--- config.mk ---
export PLATFORM = sky130hd
export DESIGN_NAME = regfile_wb_arbiter
export DESIGN_NICKNAME = d
export VERILOG_FILES = /design/src/rtl/regfile_wb_arbiter_pkg.sv /design/src/rtl/regfile_wb_arbiter_rr.sv /design/src/rtl/regfile_wb_arbiter.sv
export SDC_FILE = /design/constraint.sdc
export NUM_CORES = 1
export LEC_CHECK = 0
export CAP_MARGIN = 20
export CORE_MARGIN = 4
export CORE_UTILIZATION = 42
export CTS_BUF_LIST = sky130_fd_sc_hd__clkbuf_4 sky130_fd_sc_hd__clkbuf_8 sky130_fd_sc_hd__clkbuf_16
export CTS_CLUSTER_DIAMETER = 60
export DETAILED_ROUTE_END_ITERATION = 8
export PLACE_DENSITY_LB_ADDON = 0.08
export SLEW_MARGIN = 25
export SYNTH_ARGS = -nofsm -noshare
export SYNTH_HDL_FRONTEND = slang
export SYNTH_HIERARCHICAL = 1
export SYNTH_SLANG_ARGS = --single-unit
--- constraint.sdc ---
create_clock -name clk -period 3.3 [get_ports clk]
set_clock_uncertainty 0.1 [all_clocks]
set_input_delay 0.33 -clock clk [delete_from_list [all_inputs] [get_ports clk]]
set_output_delay 0.33 -clock clk [all_outputs]
set_load 0.02 [all_outputs]
--- src/rtl/regfile_wb_arbiter_pkg.sv ---
// Shared constants and types for the register-file write-back arbiter.
package regfile_wb_arbiter_pkg;

  localparam int unsigned DATA_W_DFLT = 32;
  localparam int unsigned ADDR_W_DFLT = 5;
  localparam int unsigned CNT_W_DFLT  = 16;

  // Writes to this register are accepted but never reach the register file.
  localparam logic [4:0] REG_ZERO = 5'd0;

  // Requester index; also the encoding of the round-robin "last winner".
  typedef enum logic {
    Req0 = 1'b0,
    Req1 = 1'b1
  } reqIdx_t;

endpackage

--- src/rtl/regfile_wb_arbiter_rr.sv ---
// Two-way round-robin grant with its own last-winner register.
module rr_arbiter2
  import regfile_wb_arbiter_pkg::*;
(
  input  logic clk,
  input  logic rst,
  input  logic valid0,
  input  logic valid1,
  input  logic update,   // a transfer happens this cycle
  input  logic clear,    // return priority to the reset state
  output logic grant0,
  output logic grant1
);

  reqIdx_t rrLastQ, rrLastD;

  // Grant the lone requester, or the one that did not win last on a conflict.
  always_comb begin
    grant0 = valid0 && (!valid1 || (rrLastQ == Req1));
    grant1 = valid1 && (!valid0 || (rrLastQ == Req0));
  end

  // Next last-winner: clear has priority, then the accepted requester.
  always_comb begin
    rrLastD = rrLastQ;
    if (clear) begin
      rrLastD = Req1;
    end else if (update) begin
      rrLastD = grant1 ? Req1 : Req0;
    end
  end

  // Last-winner register; reset to Req1 so requester 0 wins the first conflict.
  always_ff @(posedge clk) begin
    if (rst) begin
      rrLastQ <= Req1;
    end else begin
      rrLastQ <= rrLastD;
    end
  end

endmodule

--- src/rtl/regfile_wb_arbiter.sv ---
// Arbitrates the single register-file write port between the ALU and load paths.
module regfile_wb_arbiter
  import regfile_wb_arbiter_pkg::*;
#(
  parameter int unsigned DATA_W = DATA_W_DFLT,
  parameter int unsigned ADDR_W = ADDR_W_DFLT,
  parameter int unsigned CNT_W  = CNT_W_DFLT
) (
  input  logic              clk,
  input  logic              rst,
  input  logic              req0_valid,
  input  logic [ADDR_W-1:0] req0_addr,
  input  logic [DATA_W-1:0] req0_data,
  output logic              req0_ready,
  input  logic              req1_valid,
  input  logic [ADDR_W-1:0] req1_addr,
  input  logic [DATA_W-1:0] req1_data,
  output logic              req1_ready,
  input  logic              hold,
  input  logic              flush,
  output logic              RegWrite,
  output logic [ADDR_W-1:0] WriteRegister,
  output logic [DATA_W-1:0] WriteData,
  output logic [CNT_W-1:0]  conflict_cnt
);

  logic              grant0, grant1;
  logic              xfer0, xfer1, xferAny;
  logic [ADDR_W-1:0] winAddr;
  logic [DATA_W-1:0] winData;

  logic              regWriteQ;
  logic [ADDR_W-1:0] writeRegQ;
  logic [DATA_W-1:0] writeDataQ;
  logic [CNT_W-1:0]  cntQ;

  rr_arbiter2 u_rr (
    .clk    (clk),
    .rst    (rst),
    .valid0 (req0_valid),
    .valid1 (req1_valid),
    .update (xferAny),
    .clear  (flush),
    .grant0 (grant0),
    .grant1 (grant1)
  );

  // Ready gating and winner selection; flush and reset block all acceptance.
  always_comb begin
    req0_ready = grant0 && !hold && !flush && !rst;
    req1_ready = grant1 && !hold && !flush && !rst;
    xfer0      = req0_valid && req0_ready;
    xfer1      = req1_valid && req1_ready;
    xferAny    = xfer0 || xfer1;
    winAddr    = xfer1 ? req1_addr : req0_addr;
    winData    = xfer1 ? req1_data : req0_data;
  end

  // Output stage: one registered write per accepted transfer, $0 suppressed.
  always_ff @(posedge clk) begin
    if (rst) begin
      regWriteQ  <= 1'b0;
      writeRegQ  <= '0;
      writeDataQ <= '0;
    end else if (flush) begin
      regWriteQ  <= 1'b0;
    end else if (xferAny) begin
      regWriteQ  <= (winAddr != ADDR_W'(REG_ZERO));
      writeRegQ  <= winAddr;
      writeDataQ <= winData;
    end else begin
      regWriteQ  <= 1'b0;
    end
  end

  // Saturating count of accepted transfers made while both requesters waited.
  always_ff @(posedge clk) begin
    if (rst) begin
      cntQ <= '0;
    end else if (req0_valid && req1_valid && xferAny && (cntQ != '1)) begin
      cntQ <= cntQ + CNT_W'(1);
    end
  end

  assign RegWrite      = regWriteQ;
  assign WriteRegister = writeRegQ;
  assign WriteData     = writeDataQ;
  assign conflict_cnt  = cntQ;

endmodule

==> qor.txt, run 1 <==
Tcrit/Tclk final: 74.2%
die height: 85.8 microns
total track usage: 20.0%
worst hold path type: reg -> reg
Sum Neg Setup Slack: 0 ps
Worst-Skew Late Latency: 310 ps
combinational cell fraction of total power: 15.5%
synth unique cells: 36
initial antenna violation count: 0
Req. time, crit path: 3380 ps
Tmin final: 2450 ps
H-tree depth: 2
Hold Path Sink: WriteRegister[4]$_SDFFE_PP0P_
net switching power: 0.310 mW
Lkg Pwr: 1.39 nW
Final nets: 525
Cells after Synth: 321
Post-Synth XOR/XNOR Area: 2.41%
outcome: completed
IR Drop Worst-Case VDD: 0.201 mV
cell area after synthesis: 2540 sq um
sequential-to-total area share from yosys stat: 43.3%
reg-to-reg endpoint: conflict_cnt[15]$_SDFFE_PP0P_
mux cell area share after synthesis: 1.18%
crit-path max FO: 5
# hold bufs at CTS: 0
Overflow after GRT: 0
max-slew violations: 0
compound-gate portion of the synthesized area: 17.9%
Slew headroom: 56.8%
layout overhead on the synthesized area: 59.2%
chip width: 85.8 microns
CTS tree: yes
pre-CTS WS: 538 ps
WL final: 7350 microns
clk buf depth: 2
Worst Path Class, Setup: in -> reg
Worst Setup Slack, final: 852 ps
fraction of layout cells with a size suffix above 1: 4.27%
CTS Buf Count: 5
hold depth: 2
Pwr Density: 337 nW/um^2
number of post-CTS setup repair buffers: 0
GPL Wtd Cong: 0.744
largest net degree at the start of global routing: 76
Sink Count: 55
Primary FF master, synth: dfxtp_1
Pre-antenna DRT Iters: 4
syn nets: 402
number of cell rows: 28
max frequency: 0.409 GHz
slew of the pin with the lowest slew margin: 642 ps
Critical Path Start Type: input port
reg-to-reg critical path startpoint: u_rr/rrLastQ$_SDFFE_PP1P_
Fin. Hold Viols: 0
drt via density: 5.13
switch share: 22.8%
Initial Utilization: 43.2%
full die area: 7370 sq um
RSZ-0062 raised after global routing: no
Clk pwr share: 34.2%
clock transition at the registers of the reported paths: 100 ps
number of I/O pins: 136
R2R depth: 7
min-delay src: WriteRegister[4]$_SDFFE_PP0P_
EDFF count, synth: 0
CP endpoint kind: flip-flop
#FFs+latches synth: 55
syn_area_per_cell: 7.93 sq um
CTS Root Cell: clkbuf_8
diode count: 0
Async SR Flop Fraction: 0%
WL/cell: 14.1 microns
Post-route DRC: 0
largest family of logic cells by synthesized area: simple AND/OR/NAND/NOR gates
first-pass GRT wire length: 11900 microns
Int Pwr: 1.05 mW
DP HPWL: 5180 microns
vias in the first global route: 2517
First DRT Iteration DRCs: 95
share of total power in sequential cells: 50.3%
Gates resized, CTS repair: 0
critical path data arrival time: 2530 ps
Reg2Reg Setup Slack: 1100 ps
PortBufs: 135
post-route ant nets: 0
Post-Synth Adder-Cell Area: 0.492%
Synth Area in Simple Gates: 30.5%
final number of setup-violating endpoints: 0
routed vias: 2666
Max Cap Viol: 0
core area: 5890 sq um
warnings from Yosys: 6
==> cells in the final DEF, fill, tap and decap left out, types with 2 or more instances in the layout <==
cell type        synthesis  layout
a21oi_1                  3       3
a311oi_1                37      37
and2_1                   2       2
and3_1                   4       4
and4_1                   2       2
buf_4                    0       3
clkbuf_8                 0       6
clkdlybuf4s50_1          0     134
dfxtp_1                 55      55
inv_1                    3       3
mux2i_1                  3       3
nand2_1                 82      81
nand3_1                 10      10
nor2_1                  51      51
nor2b_1                  4       4
nor3_1                   5       5
nor4_1                   2       2
o211ai_1                 2       2
o21ai_0                  5       5
o31ai_1                  3       3
or3_1                    4       4
or4_1                    2       2
or4b_4                   2       2
xnor2_1                  3       3
xor2_1                   4       4
==> critical path, stage by stage <==
cell,delay (ps)
clkdlybuf4s50_1,530
a21boi_1,310
o21ai_0,200
nor4_1,610
nor3b_2,290
mux2i_1,210
nor2_1,50
==> power groups by stage <==
stage | registers, mW | logic (mW) | clock network (mW)
global route | 0.689 | 0.228 | 0.511
global placement | 0.701 | 0.210 | 0
CTS | 0.687 | 0.213 | 0.485
detailed placement | 0.702 | 0.211 | 0
floorplan | 0.721 | 0.0554 | 0
finish | 0.687 | 0.211 | 0.467
==> sequential cells by signal, indices dropped and copies added, names as in the netlist <==
| signal | cells |
|---|---|
| WriteData | 32 |
| WriteRegister | 5 |
| conflict_cnt | 16 |
| u_rr/rrLastQ | 1 |
| RegWrite | 1 |
==> synth_stat cells (2+ instances only) <==
cell | count | share of area (%)
nor2_1 | 51 | 7.5
xor2_1 | 4 | 1.4
nand3_1 | 10 | 2.0
or4b_4 | 2 | 1.1
inv_1 | 3 | 0.44
and2_1 | 2 | 0.49
xnor2_1 | 3 | 1.0
a311oi_1 | 37 | 13
dfxtp_1 | 55 | 43
or4_1 | 2 | 0.59
o211ai_1 | 2 | 0.59
nor4_1 | 2 | 0.49
a21oi_1 | 3 | 0.59
nor3_1 | 5 | 0.98
o21ai_0 | 5 | 0.98
buf_2 | 2 | 0.39
or3_1 | 4 | 0.98
nand2_1 | 82 | 12
clkbuf_1 | 19 | 2.8
mux2i_1 | 3 | 1.2
nor2b_1 | 4 | 0.98
o31ai_1 | 3 | 0.88
and3_1 | 4 | 0.98
and4_1 | 2 | 0.69
==> stage by stage <==
stage | power (mW) | cells | util [%] | hold slack, ps | cell area [sq um]
after floorplan | 0.776 | 321 | - | 322 | 2540
after global routing | 1.43 | 520 | 68.8 | 425 | 4050
after detailed placement | 0.913 | 512 | 66.8 | 391 | 3930
after global placement | 0.911 | 512 | 66.8 | 384 | 3930
after CTS | 1.38 | 520 | 68.8 | 405 | 4050
final | 1.36 | 520 | 68.8 | 400 | 4050
==> kinds of logic (layout without fill, tap and decap cells) <==
group,Yosys count,after routing
and+or+nand+nor,173,173
AOI/OAI and AO/OA,56,56
adders and majority gates,1,1
muxes,3,3
xor gates and xnor gates,7,7
DFF,55,55
buffers and inverters,26,150
==> per-layer routing <==
metal	global-route usage [%]	routed length, microns	part of all wire (%)
met3	7.20	640	8.7
met2	33.7	3620	49
met4	6.04	116	1.6
met1	23.7	2970	40
met5	0	0	0
==> how the worst max path moves through the flow <==
stage / to / slack (ps) / depth (start not counted) / startpoint
after floorplan: u_rr/rrLastQ$_SDFFE_PP1P_ / 1110 / 8 / rst
after global placement: conflict_cnt[15]$_SDFFE_PP0P_ / 610 / 6 / flush
after detailed placement: conflict_cnt[15]$_SDFFE_PP0P_ / 540 / 7 / req1_valid
after CTS: conflict_cnt[15]$_SDFFE_PP0P_ / 860 / 7 / req1_valid
after global routing: conflict_cnt[15]$_SDFFE_PP0P_ / 620 / 7 / req1_valid
final: conflict_cnt[15]$_SDFFE_PP0P_ / 850 / 7 / req1_valid
==> area by class of cell <==
| class | instances | area [sq um] |
|---|---|---|
| clock buffer | 6 | 82.6 |
| clock inverter | 2 | 35.0 |
| fill | 514 | 1830 |
| inverter | 3 | 11.3 |
| multi-input combinational | 240 | 1340 |
| sequential | 55 | 1100 |
| tap | 75 | 93.8 |
| timing repair buffer | 139 | 1390 |
No activity file was read; power rests on OpenSTA's default activity.
==> inputs of run 2 (changes only) <==
- CORE_UTILIZATION: 42 -> 35
- clock period: 3.3 -> 2.08 ns (I/O delays scaled with it)
==> run 2 against run 1 <==
  * Clock power grew 20%
  * Register-to-register slack lost 960 ps
  * Cell count is 8.1% higher
  * Die area rose by 18%
  * Sequential share of layout area fell by 1.1 points
  * Non-clock buffer count rose by 23
  * Setup slack worse by 760 ps
  * Core utilization decreased by 8.1 points
  * Critical path type unchanged
  * Largest cell class unchanged
  * Largest power group unchanged
==> qor.txt, run 2 (same netlist as run 1, synthesis figures left out) <==
outcome: completed
DP HPWL: 5720 microns
Tmin final: 1990 ps
leading cell type in the layout, fill and taps excluded: clkdlybuf4s50_1
crit-path max FO: 6
Int Pwr: 1.53 mW
die height: 93.3 microns
gr busiest metal: met2
critical path's most frequent cell: or4b_4
Non-Filler Instances: 562
CP endpoint kind: flip-flop
routed vias: 2779
clk buf depth: 2
Min Hold Slack: 269 ps
Clk pwr share: 28.0%
Pre-antenna DRT Iters: 4
Post-route DRC: 0
worst hold path type: in -> reg
Worst-Skew Late Latency: 300 ps
PortBufs: 135
max reg flops: 32
core area: 6940 sq um
most frequent cells in the layout: clkdlybuf4s50_1, nand2_1, dfxtp_1
worst setup path end: conflict_cnt[14]$_SDFFE_PP0P_
final number of setup-violating endpoints: 0
reg-to-reg endpoint: conflict_cnt[14]$_SDFFE_PP0P_
H-tree depth: 2
Critical Path Start: flush
full die area: 8700 sq um
Worst Setup Slack, final: 90.4 ps
# hold bufs at CTS: 0
drt via density: 4.94
max-slew violations: 0
pre-CTS WS: -382 ps
fraction of layout cells with a size suffix above 1: 9.01%
Sink Count: 55
switch share: 23.4%
Req. time, crit path: 2150 ps
Initial Utilization: 36.6%
number of cell rows: 30
dpl cells: 555
First DRT Iteration DRCs: 47
WL final: 7720 microns
max frequency: 0.503 GHz
Slew headroom: 59.7%
Pwr Density: 473 nW/um^2
Reg2Reg Setup Slack: 140 ps
Worst Path Class, Setup: in -> reg
WL/cell: 13.7 microns
clock transition at the registers of the reported paths: 90 ps
final core occ: 60.8%
initial antenna violation count: 0
footprint of the multi-input gates: 1340 sq um
CP delay by family, top: simple AND/OR/NAND/NOR gates
Crit. path cell count: 6
Tcrit/Tclk final: 95.7%
CTS Buf Count: 5
Overflow after GRT: 0
Fin. Hold Viols: 0
layout overhead on the synthesized area: 65.8%
RSZ-0062 raised after global routing: no
Max Cap Viol: 0
met3 Usage GRT: 5.79%
diode count: 0
largest net degree at the start of global routing: 55
CTS Root Cell: clkbuf_8
Critical Path Max Stage Delay: 600 ps
combinational cell fraction of total power: 17.5%
IR Drop Worst-Case VDD: 0.258 mV
slew of the pin with the lowest slew margin: 604 ps
Critical Path Start Type: input port
Lkg Pwr: 1.51 nW
reg-to-reg critical path startpoint: u_rr/rrLastQ$_SDFFE_PP1P_
GRT met1 Usage: 20.8%
vias in the first global route: 2688
R2R depth: 7
net switching power: 0.467 mW
total track usage: 17.8%
met2 GRT Util: 31.4%
slowest cell on the critical path: or4b_4
share of total power in sequential cells: 54.5%
area occupied by registers: 1100 sq um
first-pass GRT wire length: 12600 microns
chip width: 93.3 microns
Sum Neg Setup Slack: 0 ps
CTS tree: yes
post-route ant nets: 0
number of I/O pins: 136
critical path data arrival time: 2060 ps
Fillers: 641
crit-path cells: dlygate4sd2_1 > or4b_4 > or4b_4 > nor4b_4 > xnor2_1 > nor2_1
GPL Wtd Cong: 0.758
Final nets: 548
Buf/Inv on CP: 1
run 2: how the worst min path moves through the flow:
stage	from	end	slack, ps	cells after the start
after floorplan	rst	u_rr/rrLastQ$_SDFFE_PP1P_	200	1
after global placement	WriteData[26]$_SDFFE_PP0P_	WriteData[26]$_SDFFE_PP0P_	380	2
after detailed placement	WriteData[15]$_SDFFE_PP0P_	WriteData[15]$_SDFFE_PP0P_	390	2
after CTS	flush	u_rr/rrLastQ$_SDFFE_PP1P_	250	3
after global routing	flush	u_rr/rrLastQ$_SDFFE_PP1P_	260	3
final	flush	u_rr/rrLastQ$_SDFFE_PP1P_	270	3
run 2: per-stage QoR:
stage | cell area [sq um] | total power, mW
floorplan | 2540 | 1.23
global placement | 4140 | 1.46
detailed placement | 4140 | 1.46
CTS | 4220 | 2.03
global route | 4220 | 2.09
finish | 4220 | 2.00
run 2: what timing repair did:
item / 4_1_cts / 5_1_grt
buffers inserted: 1 / 0
endpoints found under the setup margin: 7 / 7
resized for setup: 5 / 4
pin swaps: 4 / 1
run 2: power groups by stage:
stage / clock, mW / combinational (mW) / sequential [mW]
after floorplan: 0 / 0.0878 / 1.14
after global placement: 0 / 0.349 / 1.11
after detailed placement: 0 / 0.351 / 1.11
after CTS: 0.587 / 0.351 / 1.09
after global routing: 0.623 / 0.377 / 1.09
final: 0.559 / 0.349 / 1.09
run 2: worst register-to-register path: cells and delay by family (launching register included):
kind | cells | cell delay (ps)
buffers and inverters | 1 | 50
flip-flops | 1 | 370
AND/OR/NAND/NOR | 3 | 880
XOR/XNOR | 1 | 140
AO/OA/AOI/OAI | 2 | 280
run 2: area by class of cell:
type	count	area share, %
clock buffer	6	1.81
inverter	3	0.267
multi-input combinational	240	31.8
sequential	55	26.1
tap	96	2.85
timing repair buffer	162	37.1
run 2: layer usage:
metal  vias to the layer above  wire length (microns)
met5                         -                      0
met4                         0                     36
met3                         4                    575
met2                        74                   3840
met1                      1280                   3270
li1                       1421                      -
==> inputs of run 3 (changes only) <==
- RECOVER_POWER: default -> 100
==> run 3 against run 2 <==
  * Cell count did not move
  * Global-route usage did not move
  * Combinational power fell by 3%
  * Non-clock buffer count did not move
  * Critical path type unchanged
  * Register-to-register slack barely moved
  * Critical path depth did not move
  * First-iteration DRC count rose by 15%
  * Setup slack improved by 6.7 ps
  * Sequential cell count did not move
  * Count of clock-buffer cells in the layout did not move
  * Routed wire length fell by 0.62%
==> qor.txt, run 3 (same netlist as run 1, synthesis figures left out) <==
outcome: completed
final number of setup-violating endpoints: 0
critical path data arrival time: 2050 ps
post-route ant nets: 0
clock transition at the registers of the reported paths: 90 ps
# hold bufs at CTS: 0
Crit. path cell count: 6
routed vias: 2769
Critical Path Start: flush
core area: 6940 sq um
die height: 93.3 microns
WL final: 7670 microns
max frequency: 0.504 GHz
Int Pwr: 1.52 mW
worst hold path type: in -> reg
Pre-antenna DRT Iters: 6
Fillers: 647
Pwr Density: 472 nW/um^2
Tmin final: 1980 ps
number of cell rows: 30
Clk pwr share: 28.2%
drt via density: 4.93
Critical Path Start Type: input port
Non-Filler Instances: 562
H-tree depth: 2
Overflow after GRT: 0
slowest cell on the critical path: or4b_4
dpl cells: 555
Worst Path Class, Setup: in -> reg
reg-to-reg endpoint: conflict_cnt[14]$_SDFFE_PP0P_
Critical Path Max Stage Delay: 600 ps
CTS Buf Count: 5
Final nets: 548
Fin. Hold Viols: 0
layout overhead on the synthesized area: 65.1%
initial antenna violation count: 0
share of total power in sequential cells: 54.8%
fraction of layout cells with a size suffix above 1: 8.15%
reg-to-reg critical path startpoint: u_rr/rrLastQ$_SDFFE_PP1P_
switch share: 23.4%
Sum Neg Setup Slack: 0 ps
CTS Root Cell: clkbuf_8
chip width: 93.3 microns
min-delay src: flush
pre-CTS WS: -382 ps
Reg2Reg Setup Slack: 140 ps
vias in the first global route: 2688
Buf/Inv on CP: 1
PortBufs: 135
full die area: 8700 sq um
number of I/O pins: 136
Post-route DRC: 0
max-slew violations: 0
Min Hold Slack: 296 ps
combinational cell fraction of total power: 17.0%
First DRT Iteration DRCs: 54
Worst Setup Slack, final: 97.1 ps
max reg flops: 32
Lkg Pwr: 1.67 nW
Hold Path Sink: u_rr/rrLastQ$_SDFFE_PP1P_
largest net degree at the start of global routing: 55
total track usage: 17.8%
most frequent cells in the layout: nand2_1, clkdlybuf4s50_1, dfxtp_1, dlygate4sd3_1, nor2_1
hold depth: 3
diode count: 0
CTS tree: yes
R2R depth: 7
net switching power: 0.465 mW
first-pass GRT wire length: 12600 microns
Req. time, crit path: 2150 ps
RSZ-0062 raised after global routing: no
critical path's most frequent cell: or4b_4
Max Cap Viol: 0
crit-path cells: dlygate4sd2_1 > or4b_4 > or4b_4 > nor4b_4 > xnor2_1 > nor2_1
Slew headroom: 61.4%
Tcrit/Tclk final: 95.3%
IR Drop Worst-Case VDD: 0.257 mV
CP endpoint kind: flip-flop
clk buf depth: 2
crit-path max FO: 6
slew of the pin with the lowest slew margin: 579 ps
Worst-Skew Late Latency: 300 ps
CP delay by family, top: simple AND/OR/NAND/NOR gates
WL/cell: 13.7 microns
Sink Count: 55
leading cell type in the layout, fill and taps excluded: nand2_1
GPL Wtd Cong: 0.758
Initial Utilization: 36.6%
DP HPWL: 5720 microns
==> run 3: changes by cell type in the layout (fill, tap and decap cells not counted), sizes merged <==
cell           change
clkbuf             +5
dlygate4sd3       +54
clkdlybuf4s50     -54
buf                -5
==> run 3: power groups by stage <==
stage | combinational [mW] | sequential [mW] | clock (mW)
after floorplan | 0.0878 | 1.14 | 0
after global placement | 0.349 | 1.11 | 0
after detailed placement | 0.351 | 1.11 | 0
after CTS | 0.351 | 1.09 | 0.587
after global routing | 0.367 | 1.09 | 0.623
final | 0.338 | 1.09 | 0.559
==> run 3: worst max-delay path by stage <==
stage / slack, ps / to
floorplan: 7 / u_rr/rrLastQ$_SDFFE_PP1P_
global placement: -350 / conflict_cnt[14]$_SDFFE_PP0P_
detailed placement: -380 / conflict_cnt[14]$_SDFFE_PP0P_
CTS: 30 / conflict_cnt[14]$_SDFFE_PP0P_
global route: 20 / conflict_cnt[11]$_SDFFE_PP0P_
finish: 100 / conflict_cnt[14]$_SDFFE_PP0P_
==> run 3: metal layers <==
metal / routed length [microns] / up-vias / GRT usage [%] / share of wire, %
met4: 36 / 0 / 3.66 / 0.47
met5: 0 / - / 0 / 0
met2: 3830 / 83 / 31.4 / 50
met3: 643 / 4 / 5.79 / 8.4
li1: - / 1424 / - / -
met1: 3160 / 1258 / 20.8 / 41
==> run 3: through the flow <==
step	util (%)	power [mW]	cell area [sq um]
finish	60.5	1.98	4200
global route	60.5	2.08	4200
CTS	60.7	2.03	4220
detailed placement	59.6	1.46	4140
global placement	59.6	1.46	4140
floorplan	-	1.23	2540
==> run 3: area by class of cell <==
| type | instances | area [sq um] | share of cell area (%) |
|---|---|---|---|
| Sequential cell | 55 | 1100 | 26.2 |
| Clock buffer | 6 | 76.3 | 1.82 |
| Inverter | 3 | 11.3 | 0.268 |
| Tap cell | 96 | 120 | 2.86 |
| Multi-Input combinational cell | 240 | 1340 | 31.9 |
| Timing Repair Buffer | 162 | 1550 | 36.9 |
==> run 3: timing repair <==
action                     4_1_cts  5_1_grt
pin swaps                        4        1
setup endpoints to repair        7        7
buffers inserted                 1        0
gates resized for setup          5        4
==> run 3: worst reg2reg max path: cells and delay by family (launching register included) <==
family / cells / cell delay [ps]
AO/OA/AOI/OAI: 2 / 280
AND/OR/NAND/NOR: 3 / 880
buffers and inverters: 1 / 50
flip-flops: 1 / 370
XOR/XNOR: 1 / 140
